$ cat config.mk
export PLATFORM = sky130hd
export DESIGN_NAME = muldiv_seq_flat
export DESIGN_NICKNAME = d
export VERILOG_FILES = /design/src/rtl/muldiv_seq_if.sv /design/src/rtl/muldiv_seq.sv /design/src/flat_wrapper.sv
export SDC_FILE = /design/constraint.sdc
export NUM_CORES = 1
export LEC_CHECK = 0
export CORE_MARGIN = 4
export CORE_UTILIZATION = 60
export DETAILED_ROUTE_END_ITERATION = 16
export PLACE_DENSITY_LB_ADDON = 0.08
export REMOVE_ABC_BUFFERS = 1
export SETUP_SLACK_MARGIN = 0.2
export SLEW_MARGIN = 20
export SYNTH_ARGS = -nofsm -noshare
export SYNTH_HDL_FRONTEND = slang
export SYNTH_SLANG_ARGS = --single-unit
$ cat constraint.sdc
create_clock -name clock -period 10.65 [get_ports clock]
set_input_delay 2.13 -clock clock [delete_from_list [all_inputs] [get_ports clock]]
set_output_delay 2.13 -clock clock [all_outputs]
set_load 0.02 [all_outputs]
$ cat src/rtl/muldiv_seq_if.sv
// Request/response bundle between the execute stage and the multiply/divide unit.
// The execute stage drives start/op/a/b; the unit returns busy/done and the HI/LO result.
interface muldiv_seq_if #(
  parameter int WIDTH = 32
);
  logic             start;
  logic [1:0]       op;
  logic [WIDTH-1:0] a;
  logic [WIDTH-1:0] b;
  logic             busy;
  logic             done;
  logic [WIDTH-1:0] hi;
  logic [WIDTH-1:0] lo;
  logic             div_by_zero;

  modport master (
    output start, op, a, b,
    input  busy, done, hi, lo, div_by_zero
  );

  modport slave (
    input  start, op, a, b,
    output busy, done, hi, lo, div_by_zero
  );
endinterface

$ cat src/rtl/muldiv_seq.sv
// Sequential MULT/MULTU/DIV/DIVU: one bit per clock on magnitudes, sign fix-up in a final cycle.
// Fixed WIDTH+1 edge latency from accept to a registered HI/LO result.
module muldiv_seq #(
  parameter int WIDTH = 32
) (
  input  logic        clock,
  input  logic        reset,
  muldiv_seq_if.slave bus
);
  localparam int CW = $clog2(WIDTH);

  typedef enum logic [1:0] {IDLE = 2'd0, RUN = 2'd1, FIX = 2'd2} state_t;

  state_t             state_reg;
  logic [CW-1:0]      count_reg;
  logic               div_reg;
  logic               neg_a_reg;
  logic               neg_b_reg;
  logic [WIDTH-1:0]   a_reg;
  logic [WIDTH-1:0]   mag_a_reg;
  logic [WIDTH-1:0]   mag_b_reg;
  logic [WIDTH-1:0]   rem_reg;
  logic [2*WIDTH-1:0] acc_reg;
  logic               busy_reg;
  logic               done_reg;
  logic               dbz_reg;
  logic [WIDTH-1:0]   hi_reg;
  logic [WIDTH-1:0]   lo_reg;

  logic               in_neg_a;
  logic               in_neg_b;
  logic [WIDTH-1:0]   in_mag_a;
  logic [WIDTH-1:0]   in_mag_b;
  logic [WIDTH:0]     mul_sum;
  logic [WIDTH:0]     div_shift;
  logic [WIDTH-1:0]   div_diff;
  logic               div_ge;
  logic [2*WIDTH-1:0] acc_next;
  logic [2*WIDTH-1:0] prod_fix;
  logic [WIDTH-1:0]   quot_fix;
  logic [WIDTH-1:0]   rem_fix;

  always_comb begin
    in_neg_a = bus.op[0] & bus.a[WIDTH-1];
    in_neg_b = bus.op[0] & bus.b[WIDTH-1];
    in_mag_a = in_neg_a ? -bus.a : bus.a;
    in_mag_b = in_neg_b ? -bus.b : bus.b;
    // Multiply: upper half accumulates, lower half holds the multiplier shifting out LSB first.
    mul_sum = {1'b0, acc_reg[2*WIDTH-1:WIDTH]} + (acc_reg[0] ? {1'b0, mag_a_reg} : {(WIDTH+1){1'b0}});
    // Divide: the WIDTH+1 bit trial remainder; quotient bits shift into the lower half.
    div_shift = {rem_reg, acc_reg[WIDTH-1]};
    div_ge    = div_shift >= {1'b0, mag_b_reg};
    div_diff  = div_shift[WIDTH-1:0] - mag_b_reg;
    if (div_reg)
      acc_next = {acc_reg[2*WIDTH-1:WIDTH], acc_reg[WIDTH-2:0], div_ge};
    else
      acc_next = {mul_sum, acc_reg[WIDTH-1:1]};
    prod_fix = (neg_a_reg ^ neg_b_reg) ? -acc_reg : acc_reg;
    quot_fix = (neg_a_reg ^ neg_b_reg) ? -acc_reg[WIDTH-1:0] : acc_reg[WIDTH-1:0];
    rem_fix  = neg_a_reg ? -rem_reg : rem_reg;
  end

  always_ff @(posedge clock or posedge reset) begin
    if (reset) begin
      state_reg <= IDLE;
      count_reg <= '0;
      div_reg   <= 1'b0;
      neg_a_reg <= 1'b0;
      neg_b_reg <= 1'b0;
      a_reg     <= '0;
      mag_a_reg <= '0;
      mag_b_reg <= '0;
      rem_reg   <= '0;
      acc_reg   <= '0;
      busy_reg  <= 1'b0;
      done_reg  <= 1'b0;
      dbz_reg   <= 1'b0;
      hi_reg    <= '0;
      lo_reg    <= '0;
    end else begin
      done_reg <= 1'b0;
      case (state_reg)
        IDLE: begin
          if (bus.start) begin
            div_reg   <= bus.op[1];
            neg_a_reg <= in_neg_a;
            neg_b_reg <= in_neg_b;
            a_reg     <= bus.a;
            mag_a_reg <= in_mag_a;
            mag_b_reg <= in_mag_b;
            acc_reg   <= bus.op[1] ? {{WIDTH{1'b0}}, in_mag_a} : {{WIDTH{1'b0}}, in_mag_b};
            rem_reg   <= '0;
            count_reg <= '0;
            busy_reg  <= 1'b1;
            state_reg <= RUN;
          end
        end
        RUN: begin
          acc_reg <= acc_next;
          if (div_reg)
            rem_reg <= div_ge ? div_diff : div_shift[WIDTH-1:0];
          count_reg <= count_reg + 1'b1;
          if (count_reg == CW'(WIDTH - 1))
            state_reg <= FIX;
        end
        FIX: begin
          if (div_reg) begin
            // Divide by zero keeps the natural all-ones quotient but reports the untouched dividend.
            if (mag_b_reg == '0) begin
              dbz_reg <= 1'b1;
              lo_reg  <= '1;
              hi_reg  <= a_reg;
            end else begin
              dbz_reg <= 1'b0;
              lo_reg  <= quot_fix;
              hi_reg  <= rem_fix;
            end
          end else begin
            dbz_reg <= 1'b0;
            hi_reg  <= prod_fix[2*WIDTH-1:WIDTH];
            lo_reg  <= prod_fix[WIDTH-1:0];
          end
          busy_reg  <= 1'b0;
          done_reg  <= 1'b1;
          state_reg <= IDLE;
        end
        default: state_reg <= IDLE;
      endcase
    end
  end

  assign bus.busy        = busy_reg;
  assign bus.done        = done_reg;
  assign bus.hi          = hi_reg;
  assign bus.lo          = lo_reg;
  assign bus.div_by_zero = dbz_reg;
endmodule

$ cat src/flat_wrapper.sv
// flat-port wrapper written by rule: the top's interface ports become plain ports
module muldiv_seq_flat 
#(
  parameter int WIDTH = 32
)
  (clock, reset, bus_start, bus_op, bus_a, bus_b, bus_busy, bus_done, bus_hi, bus_lo, bus_div_by_zero);
  muldiv_seq_if #(.WIDTH(WIDTH)) bus_i ();
  input  logic clock;
  input  logic reset;
  input wire logic [$bits(bus_i.start)-1:0] bus_start;
  input wire logic [$bits(bus_i.op)-1:0] bus_op;
  input wire logic [$bits(bus_i.a)-1:0] bus_a;
  input wire logic [$bits(bus_i.b)-1:0] bus_b;
  output wire logic [$bits(bus_i.busy)-1:0] bus_busy;
  output wire logic [$bits(bus_i.done)-1:0] bus_done;
  output wire logic [$bits(bus_i.hi)-1:0] bus_hi;
  output wire logic [$bits(bus_i.lo)-1:0] bus_lo;
  output wire logic [$bits(bus_i.div_by_zero)-1:0] bus_div_by_zero;
  assign bus_i.start = bus_start;
  assign bus_i.op = bus_op;
  assign bus_i.a = bus_a;
  assign bus_i.b = bus_b;
  assign bus_busy = bus_i.busy;
  assign bus_done = bus_i.done;
  assign bus_hi = bus_i.hi;
  assign bus_lo = bus_i.lo;
  assign bus_div_by_zero = bus_i.div_by_zero;
  muldiv_seq #(.WIDTH(WIDTH)) u_core (.clock(clock), .reset(reset), .bus(bus_i));
endmodule
==> results of run 1 <==
[worst paths after layout]
path	end	slack (ps)	depth (start not counted)
min	u_core.a_reg[23]	470	2
max reg2reg	u_core.acc_reg[59]	6420	14
max in group asynchronous	u_core.acc_reg[28]	6920	3
min in group asynchronous	u_core.rem_reg[27]	2100	2
min reg2reg	u_core.a_reg[23]	470	2
max	u_core.acc_reg[23]	5730	9
[final cells by class]
type                            count  area [um^2]
Tap cell                          390          488
Clock buffer                       38          862
Inverter                           72          278
Multi-Input combinational cell   1785        10800
Clock inverter                     18          205
Fill cell                        2426         8970
Timing Repair Buffer              157         1520
Sequential cell                   268         6710
Antenna cell                        1         2.50
[cells by family after synthesis]
group                      Yosys count  share of synthesized area (%)
muxes                               53                           2.91
buffers and inverters              203                           4.29
AOI/OAI and AO/OA                  687                           22.3
and+or+nand+nor                    770                           19.1
adders and majority gates           72                           5.01
DFF                                268                           36.7
xor gates and xnor gates           203                           9.72
[layer usage]
layer | GRT usage [%] | up-vias
li1 | - | 8056
met5 | 0 | -
met3 | 5.54 | 176
met1 | 51.6 | 8424
met2 | 56.3 | 960
met4 | 15.5 | 0
[tightest hold or removal path: stages (launching register included)]
cell and delay, ps:
dfrtp_1 340, nand2_1 50, nand2_1 60
[Yosys cell counts (11+ instances only)]
library cell,count
nand2_1,329
o21ai_0,287
dfrtp_1,268
nor2_1,199
a21oi_1,182
clkbuf_1,115
xor2_1,104
xnor2_1,99
ha_1,70
inv_1,70
mux2i_1,51
nand3_1,48
and2_1,40
a211oi_1,38
nor3_1,32
a31oi_1,28
o31ai_1,24
nor4_1,23
a21o_1,19
nand2b_1,18
nand4_1,14
o41ai_1,11
or3_1,11
[metrics by stage]
stage          setup slack [ps]  cells
6_report                   5730   2729
4_1_cts                    5840   2728
5_1_grt                    5500   2728
3_3_place_gp               5340   2672
3_5_place_dp               5260   2672
2_1_floorplan              1140   2125
[where the power goes]
group          switching, mW  leakage (nW)  internal [mW]
combinational           2.53          5.26           1.68
sequential             0.578          3.31           1.50
clock                  0.454         0.527          0.668
==> flow_metrics.env, run 1 <==
export IMPL_final_area_um2=20900
export IMPL_grt_pass1_vias=16736
export IMPL_overflow=0
export IMPL_drt_wl_total_um=61900
export IMPL_p_leak_nw=9.09
export IMPL_crit_fanout=10
export IMPL_via_per_inst=6.46
export IMPL_cpMaxStageDelayCell="or4_1"
export IMPL_largest_reg_flops=64
export IMPL_critPathArrivalTime_ps=5370
export IMPL_drc_errors=0
export IMPL_setup_viol=0
export IMPL_async_reset_ff_share_pct=100
export IMPL_wl_met2_um=27200
export IMPL_grt_use_total_pct=36.5
export IMPL_cts_hold_fix_buffers=0
export IMPL_hold_worst_slack_ps=473
export IMPL_dp_hpwl_um=44600
export IMPL_hold_class="flop to flop"
export IMPL_crit_chain="clkdlybuf4s50_1 -> or4_1 -> nor3_1 -> and4b_1 -> nand2_1 -> o31ai_1 -> xor2_1 -> nor2_1 -> o32a_1"
export IMPL_portBuffers=135
export IMPL_worstPathRequired_ps=11090
export IMPL_layout_common_cells="nand2_1 (327), o21ai_0 (287), dfrtp_1 (266), nor2_1 (196), a21oi_1 (182)"
export IMPL_first_pass_iters=6
export IMPL_grt_max_degree=136
export IMPL_fin_tns_setup_ps=0
export IMPL_synth_area_um2=18300
export IMPL_num_io_pins=136
export IMPL_synth_edff_count=0
export IMPL_postCtsSetupBuffers=0
export IMPL_holdCritStartpoint="u_core.a_reg[23]"
export IMPL_synth_area_leaders="dfrtp_1 (37%), o21ai_0 (7.9%), nand2_1 (6.8%), a21oi_1 (5.0%), xor2_1 (5.0%)"
export IMPL_status="finished, final reports clean"
export IMPL_cts_buffer_depth=3
export IMPL_yosysWarnings=0
export IMPL_die_w_um=183
export IMPL_h_tree_depth=1
export IMPL_critPathLaunchType="input port"
export IMPL_syn_inst=2256
export IMPL_root_buffer="clkbuf_16"
export IMPL_hold_viol_final=0
export IMPL_tightest_slew_ps=1100
export IMPL_yosys_area_top_type="dfrtp_1"
export IMPL_critPathBufInv=1
export IMPL_final_layout_size_suffix_gt1_share_pct=5.18
export IMPL_avgSynthCellArea_um2=8.11
export IMPL_clkSlewWorstSetupHoldPaths_ps=60
export IMPL_fin_crit_sh_pct=46.2
export IMPL_die_h_um=183
export IMPL_worstSetupEndpointType="flop"
export IMPL_drt_iter0_drc=1834
export IMPL_yosysUniqueCellTypes=84
export IMPL_clk_latency_ps=580
export IMPL_layout_nets=2455
export IMPL_irDropWorstVdd_mv=0.238
export IMPL_m1WireLength_um=25700
export IMPL_crit_start="bus_a[2]"
export IMPL_post_dp_cell_area_um2=19800
export IMPL_layout_commonest_cell="nand2_1"
export IMPL_finClkSkew_ps=29.1
export IMPL_rr_startpoint="u_core.acc_reg[0]"
export IMPL_worstSetupPathType="input port to flop"
export IMPL_cts_buffers_inserted=30
export IMPL_core_um2=29900
export IMPL_post_synth_top_area_fraction_pct=36.7
export IMPL_cp_slowest_stage_delay_ps=660
export IMPL_cap_violations=0
export IMPL_drtAntennaViolNets=0
export IMPL_drv_slew=0
export IMPL_rsz0062_at_grt="no"
export IMPL_clkSinkCount=268
export IMPL_wl_per_cell_um=22.7
export IMPL_highest_layer="met4"
export IMPL_p_per_area_nw_per_um2=355
export IMPL_globalplace_congestion=0.976
export IMPL_grt_pass1_wl_um=96700
export IMPL_ys_flop_type="dfrtp_1"
export IMPL_core_rowCount=63
export IMPL_grt_antenna_before_repair=1
export IMPL_fmax_mhz=203
export IMPL_wl_met3_um=5690
export IMPL_initial_core_util_pct=61.2
export IMPL_post_cts_resized=0
export IMPL_period_needed_ps=4920
export IMPL_ys_seq_elements=268
export IMPL_vias=17616
export IMPL_cp_top_family="simple AND/OR/NAND/NOR gates"
export IMPL_fin_util_pct=70.0
export IMPL_die_area_um2=33300
export IMPL_yosysSeqAreaShare_pct=36.7
export IMPL_p_total_mw=7.42
export IMPL_slew_headroom_pct=26.7
export IMPL_syn_to_final_growth_pct=14.3
export IMPL_cts_tree="done"
(Power assumes the default switching activity.)
==> run 2, diff against run 1 <==
==> constraint.sdc (replaced) <==
create_clock -name clock -period 4.6 [get_ports clock]
set_input_delay 0.92 -clock clock [delete_from_list [all_inputs] [get_ports clock]]
set_output_delay 0.92 -clock clock [all_outputs]
set_load 0.02 [all_outputs]
==> flow_metrics.env, run 2 (same netlist as run 1, synthesis figures left out) <==
export IMPL_irDropWorstVdd_mv=0.547
export IMPL_crit_chain="and2_1 -> ha_1 -> inv_1 -> fa_1 -> nor2b_1 -> o31a_1 -> o31ai_1 -> a211oi_1 -> o311ai_0 -> a21oi_1 -> a21oi_1 -> xor2_1 -> o21ai_0"
export IMPL_fmax_mhz=249
export IMPL_drt_iter0_drc=2123
export IMPL_wl_per_cell_um=22.8
export IMPL_vias=17873
export IMPL_layout_commonest_cell="nand2_1"
export IMPL_cp_slowest_stage_delay_ps=810
export IMPL_status="finished, final reports clean"
export IMPL_setup_viol=0
export IMPL_layout_nets=2472
export IMPL_die_w_um=183
export IMPL_post_cts_resized=0
export IMPL_clk_latency_ps=590
export IMPL_fin_crit_sh_pct=87.3
export IMPL_via_per_inst=6.51
export IMPL_grt_use_total_pct=37.1
export IMPL_grt_pass1_vias=17258
export IMPL_final_layout_size_suffix_gt1_share_pct=5.81
export IMPL_cts_buffer_depth=3
export IMPL_clkSinkCount=268
export IMPL_globalplace_congestion=0.979
export IMPL_critPathArrivalTime_ps=4440
export IMPL_hold_viol_final=0
export IMPL_placed_cells=2688
export IMPL_drv_slew=0
export IMPL_p_comb_share_pct=56.7
export IMPL_diodes=0
export IMPL_drc_errors=0
export IMPL_p_total_mw=17.4
export IMPL_grt_max_degree=93
export IMPL_drt_wl_total_um=62600
export IMPL_critPathLaunchType="flop"
export IMPL_power_frac_seq_pct=27.8
export IMPL_tightest_slew_ps=1170
export IMPL_fin_tns_setup_ps=0
export IMPL_core_rowCount=63
export IMPL_cts_hold_fix_buffers=0
export IMPL_first_pass_iters=6
export IMPL_h_tree_depth=1
export IMPL_worstPathRequired_ps=5030
export IMPL_num_io_pins=136
export IMPL_core_um2=29900
export IMPL_swShare_pct=47.9
export IMPL_largest_reg_flops=64
export IMPL_slew_headroom_pct=21.1
export IMPL_p_leak_nw=9.19
export IMPL_crit_top_cell="a21oi_1"
export IMPL_clkSlewWorstSetupHoldPaths_ps=60
export IMPL_cap_violations=0
export IMPL_dp_hpwl_um=46300
export IMPL_die_h_um=183
export IMPL_die_area_um2=33300
export IMPL_switchingPower_mw=8.32
export IMPL_p_per_area_nw_per_um2=824
export IMPL_cts_buffers_inserted=31
export IMPL_crit_fanout=13
export IMPL_cp_top_family="compound AO/OA/AOI/OAI gates"
export IMPL_grt_antenna_before_repair=0
export IMPL_worstSetupPathType="flop to flop"
export IMPL_overflow=0
export IMPL_grt_pass1_wl_um=98200
export IMPL_drtAntennaViolNets=0
export IMPL_worstSetupEndpointType="flop"
export IMPL_p_int_mw=9.04
export IMPL_syn_to_final_growth_pct=15.2
export IMPL_finClkSkew_ps=31.6
export IMPL_layout_common_cells="nand2_1 (328), o21ai_0 (287), dfrtp_1 (267), nor2_1 (195), a21oi_1 (182)"
export IMPL_clock_power_share_pct=15.4
export IMPL_critPathBufInv=1
export IMPL_portBuffers=135
export IMPL_rsz0062_at_grt="no"
export IMPL_stdcell_count=2746
export IMPL_hold_class="flop to flop"
export IMPL_initial_core_util_pct=61.2
export IMPL_cpMaxStageDelayCell="o311ai_0"
export IMPL_cts_tree="done"
export IMPL_postCtsSetupBuffers=0
export IMPL_period_needed_ps=4010
export IMPL_root_buffer="clkbuf_16"
run 2: final timing paths:
| check | start | endpoint | slack (ps) | cells after the start |
|---|---|---|---|---|
| max | u_core.acc_reg[0] | u_core.acc_reg[59] | 590 | 13 |
| min | u_core.bus.hi[9] | u_core.bus.hi[9] | 460 | 2 |
| max reg2reg | u_core.acc_reg[0] | u_core.acc_reg[59] | 590 | 13 |
| min reg2reg | u_core.bus.hi[9] | u_core.bus.hi[9] | 460 | 2 |
| max in group asynchronous | reset | u_core.bus.hi[11] | 2720 | 3 |
| min in group asynchronous | reset | u_core.rem_reg[27] | 850 | 2 |
run 2: layer usage:
metal / share of wire (%) / track usage [%] / wire length [um] / vias to the layer above
li1: - / - / - / 8085
met1: 41 / 51.2 / 25700 / 8607
met2: 45 / 58.0 / 28100 / 1003
met3: 9.3 / 6.84 / 5820 / 178
met4: 4.9 / 14.8 / 3060 / 0
met5: 0 / 0 / 0 / -
run 2: stage by stage:
step	utilization [%]	cell area, um^2	worst slack [ps]	hold WS [ps]
floorplan	-	17800	-3700	440
global placement	66.9	20000	667	453
detailed placement	66.9	20000	637	455
CTS	70.5	21100	665	468
global route	70.6	21100	247	501
finish	70.6	21100	585	464
run 2: power by group through the flow:
stage,clock [mW],sequential [mW],combinational [mW]
after global routing,2.80,4.94,10.8
final,2.68,4.83,9.85
after CTS,2.68,4.77,9.73
after detailed placement,0,4.80,9.64
after global placement,0,4.76,9.44
after floorplan,0,4.72,6.46
run 2: layout make-up:
cell class,count,area (um^2)
clock buffers,39,866
clock inverters,19,234
fillers,2395,8800
inverters,72,278
multi-input cells,1785,10800
flip-flops and latches,268,6710
well taps,390,488
repair buffers,173,1660
run 2: worst min-delay path, delay by kind of cell (launching register included):
kind | cells | cell delay, ps
DFF | 1 | 340
and+or+nand+nor | 2 | 90
==> run 3, diff against run 2 <==
--- a/config.mk
+++ b/config.mk
@@ -6,7 +6,7 @@
 export NUM_CORES = 1
 export LEC_CHECK = 0
 export CORE_MARGIN = 4
-export CORE_UTILIZATION = 60
+export CORE_UTILIZATION = 65
 export DETAILED_ROUTE_END_ITERATION = 16
 export PLACE_DENSITY_LB_ADDON = 0.08
 export REMOVE_ABC_BUFFERS = 1
==> constraint.sdc (replaced) <==
create_clock -name clock -period 5 [get_ports clock]
set_input_delay 1 -clock clock [delete_from_list [all_inputs] [get_ports clock]]
set_output_delay 1 -clock clock [all_outputs]
set_load 0.02 [all_outputs]
==> flow_metrics.env, run 3 (same netlist as run 1, synthesis figures left out) <==
export IMPL_die_area_um2=30900
export IMPL_via_per_inst=6.62
export IMPL_final_layout_size_suffix_gt1_share_pct=5.29
export IMPL_hold_path_depth=2
export IMPL_drtAntennaViolNets=0
export IMPL_slew_headroom_pct=23.6
export IMPL_worstPathRequired_ps=5450
export IMPL_setup_viol=0
export IMPL_core_rowCount=61
export IMPL_fmax_mhz=263
export IMPL_worstSetupEndpointType="flop"
export IMPL_status="finished, final reports clean"
export IMPL_num_io_pins=136
export IMPL_grt_antenna_before_repair=2
export IMPL_cts_buffer_depth=3
export IMPL_root_buffer="clkbuf_16"
export IMPL_hold_class="flop to flop"
export IMPL_tightest_slew_ps=1140
export IMPL_vias=18040
export IMPL_cap_violations=0
export IMPL_p_per_area_nw_per_um2=758
export IMPL_critPathLaunchType="input port"
export IMPL_cts_hold_fix_buffers=0
export IMPL_first_pass_iters=7
export IMPL_p_int_mw=8.28
export IMPL_p_comb_share_pct=56.7
export IMPL_globalplace_congestion=0.986
export IMPL_clk_latency_ps=570
export IMPL_cts_buffers_inserted=30
export IMPL_grt_pass1_vias=17006
export IMPL_fin_crit_sh_pct=76.0
export IMPL_period_needed_ps=3800
export IMPL_drv_slew=0
export IMPL_finClkSkew_ps=12.3
export IMPL_swShare_pct=47.9
export IMPL_switchingPower_mw=7.63
export IMPL_dp_hpwl_um=44800
export IMPL_p_total_mw=15.9
export IMPL_irDropWorstVdd_mv=0.609
export IMPL_post_cts_resized=0
export IMPL_die_w_um=176
export IMPL_layout_commonest_cell="nand2_1"
export IMPL_grt_pass1_wl_um=95900
export IMPL_power_frac_seq_pct=28.1
export IMPL_postCtsSetupBuffers=0
export IMPL_post_dp_cell_area_um2=19900
export IMPL_drc_errors=0
export IMPL_syn_to_final_growth_pct=14.7
export IMPL_p_leak_nw=9.15
export IMPL_core_um2=27800
export IMPL_h_tree_depth=1
export IMPL_clkSinkCount=268
export IMPL_hold_viol_final=0
export IMPL_stdcell_count=2724
export IMPL_grt_use_total_pct=39.0
export IMPL_rsz0062_at_grt="no"
export IMPL_layout_common_cells="nand2_1 (328), o21ai_0 (287), dfrtp_1 (267), nor2_1 (195), a21oi_1 (182)"
export IMPL_portBuffers=135
export IMPL_initial_core_util_pct=65.8
export IMPL_crit_fanout=10
export IMPL_cts_tree="done"
export IMPL_grt_max_degree=132
export IMPL_clock_power_share_pct=15.2
export IMPL_drt_iter0_drc=2255
export IMPL_worstRegToRegCells=14
export IMPL_grt_use_met2_pct=59.6
export IMPL_die_h_um=176
export IMPL_grt_busiest_layer="met2"
export IMPL_layout_nets=2462
export IMPL_critPathArrivalTime_ps=4250
export IMPL_largest_reg_flops=64
export IMPL_placed_cells=2667
export IMPL_wl_per_cell_um=22.7
export IMPL_clkSlewWorstSetupHoldPaths_ps=60
export IMPL_fin_ws_ps=1200
export IMPL_worstSetupPathType="input port to flop"
export IMPL_overflow=0
export IMPL_grtUsageMet3_pct=7.77
export IMPL_place_ws_ps=697
export IMPL_final_area_um2=21000
export IMPL_drt_wl_total_um=61700
export IMPL_grt_use_met1_pct=53.5
[run 3: changes by cell type in the layout (fill, tap and decap cells not counted), sizes merged]
cell / change
inv: -1
buf: -9
clkinvlp: -2
diode: +1
clkbuf: +2
clkinv: -1
[run 3: metal layers]
metal / share of wire (%) / routed length, um / up-vias
met1: 39 / 24100 / 8574
li1: - / - / 8059
met5: 0.031 / 19 / -
met3: 11 / 6800 / 217
met2: 44 / 26900 / 1188
met4: 6.2 / 3830 / 2
[run 3: through the flow]
step	hold slack, ps	util [%]	TNS (ps)
2_1_floorplan	440	-	-954180
3_3_place_gp	454	71.6	0
3_5_place_dp	462	71.6	0
4_1_cts	478	75.5	0
5_1_grt	499	75.5	0
6_report	474	75.5	0
[run 3: layout make-up]
class	count	area [um^2]
Multi-Input combinational cell	1785	10800
Clock inverter	15	205
Clock buffer	41	873
Timing Repair Buffer	164	1610
Inverter	72	278
Sequential cell	268	6710
Tap cell	378	473
Antenna cell	1	2.50
Fill cell	2114	6790
[run 3: final timing paths]
path / start / to / slack, ps
setup / recovery: bus_a[2] / u_core.acc_reg[23] / 1200
hold / removal: u_core.bus.hi[0] / u_core.bus.hi[0] / 470
setup reg to reg: u_core.acc_reg[0] / u_core.acc_reg[57] / 1240
hold reg to reg: u_core.bus.hi[0] / u_core.bus.hi[0] / 470
max in group asynchronous: reset / u_core.a_reg[7] / 2920
min in group asynchronous: reset / u_core.rem_reg[28] / 1020
[run 3: power by group through the flow]
stage | registers (mW) | clock network, mW | logic (mW)
2_1_floorplan | 4.34 | 0 | 5.95
3_3_place_gp | 4.39 | 0 | 8.53
3_5_place_dp | 4.42 | 0 | 8.77
4_1_cts | 4.40 | 2.42 | 8.85
5_1_grt | 4.55 | 2.51 | 9.86
6_report | 4.47 | 2.43 | 9.02
[run 3: critical path, stage by stage]
cell	delay (ps)
clkdlybuf4s50_1	540
or4_1	640
nor3_1	430
and4b_1	550
nand2_1	150
o31ai_1	310
xor2_1	220
nor2_1	60
o32a_1	340
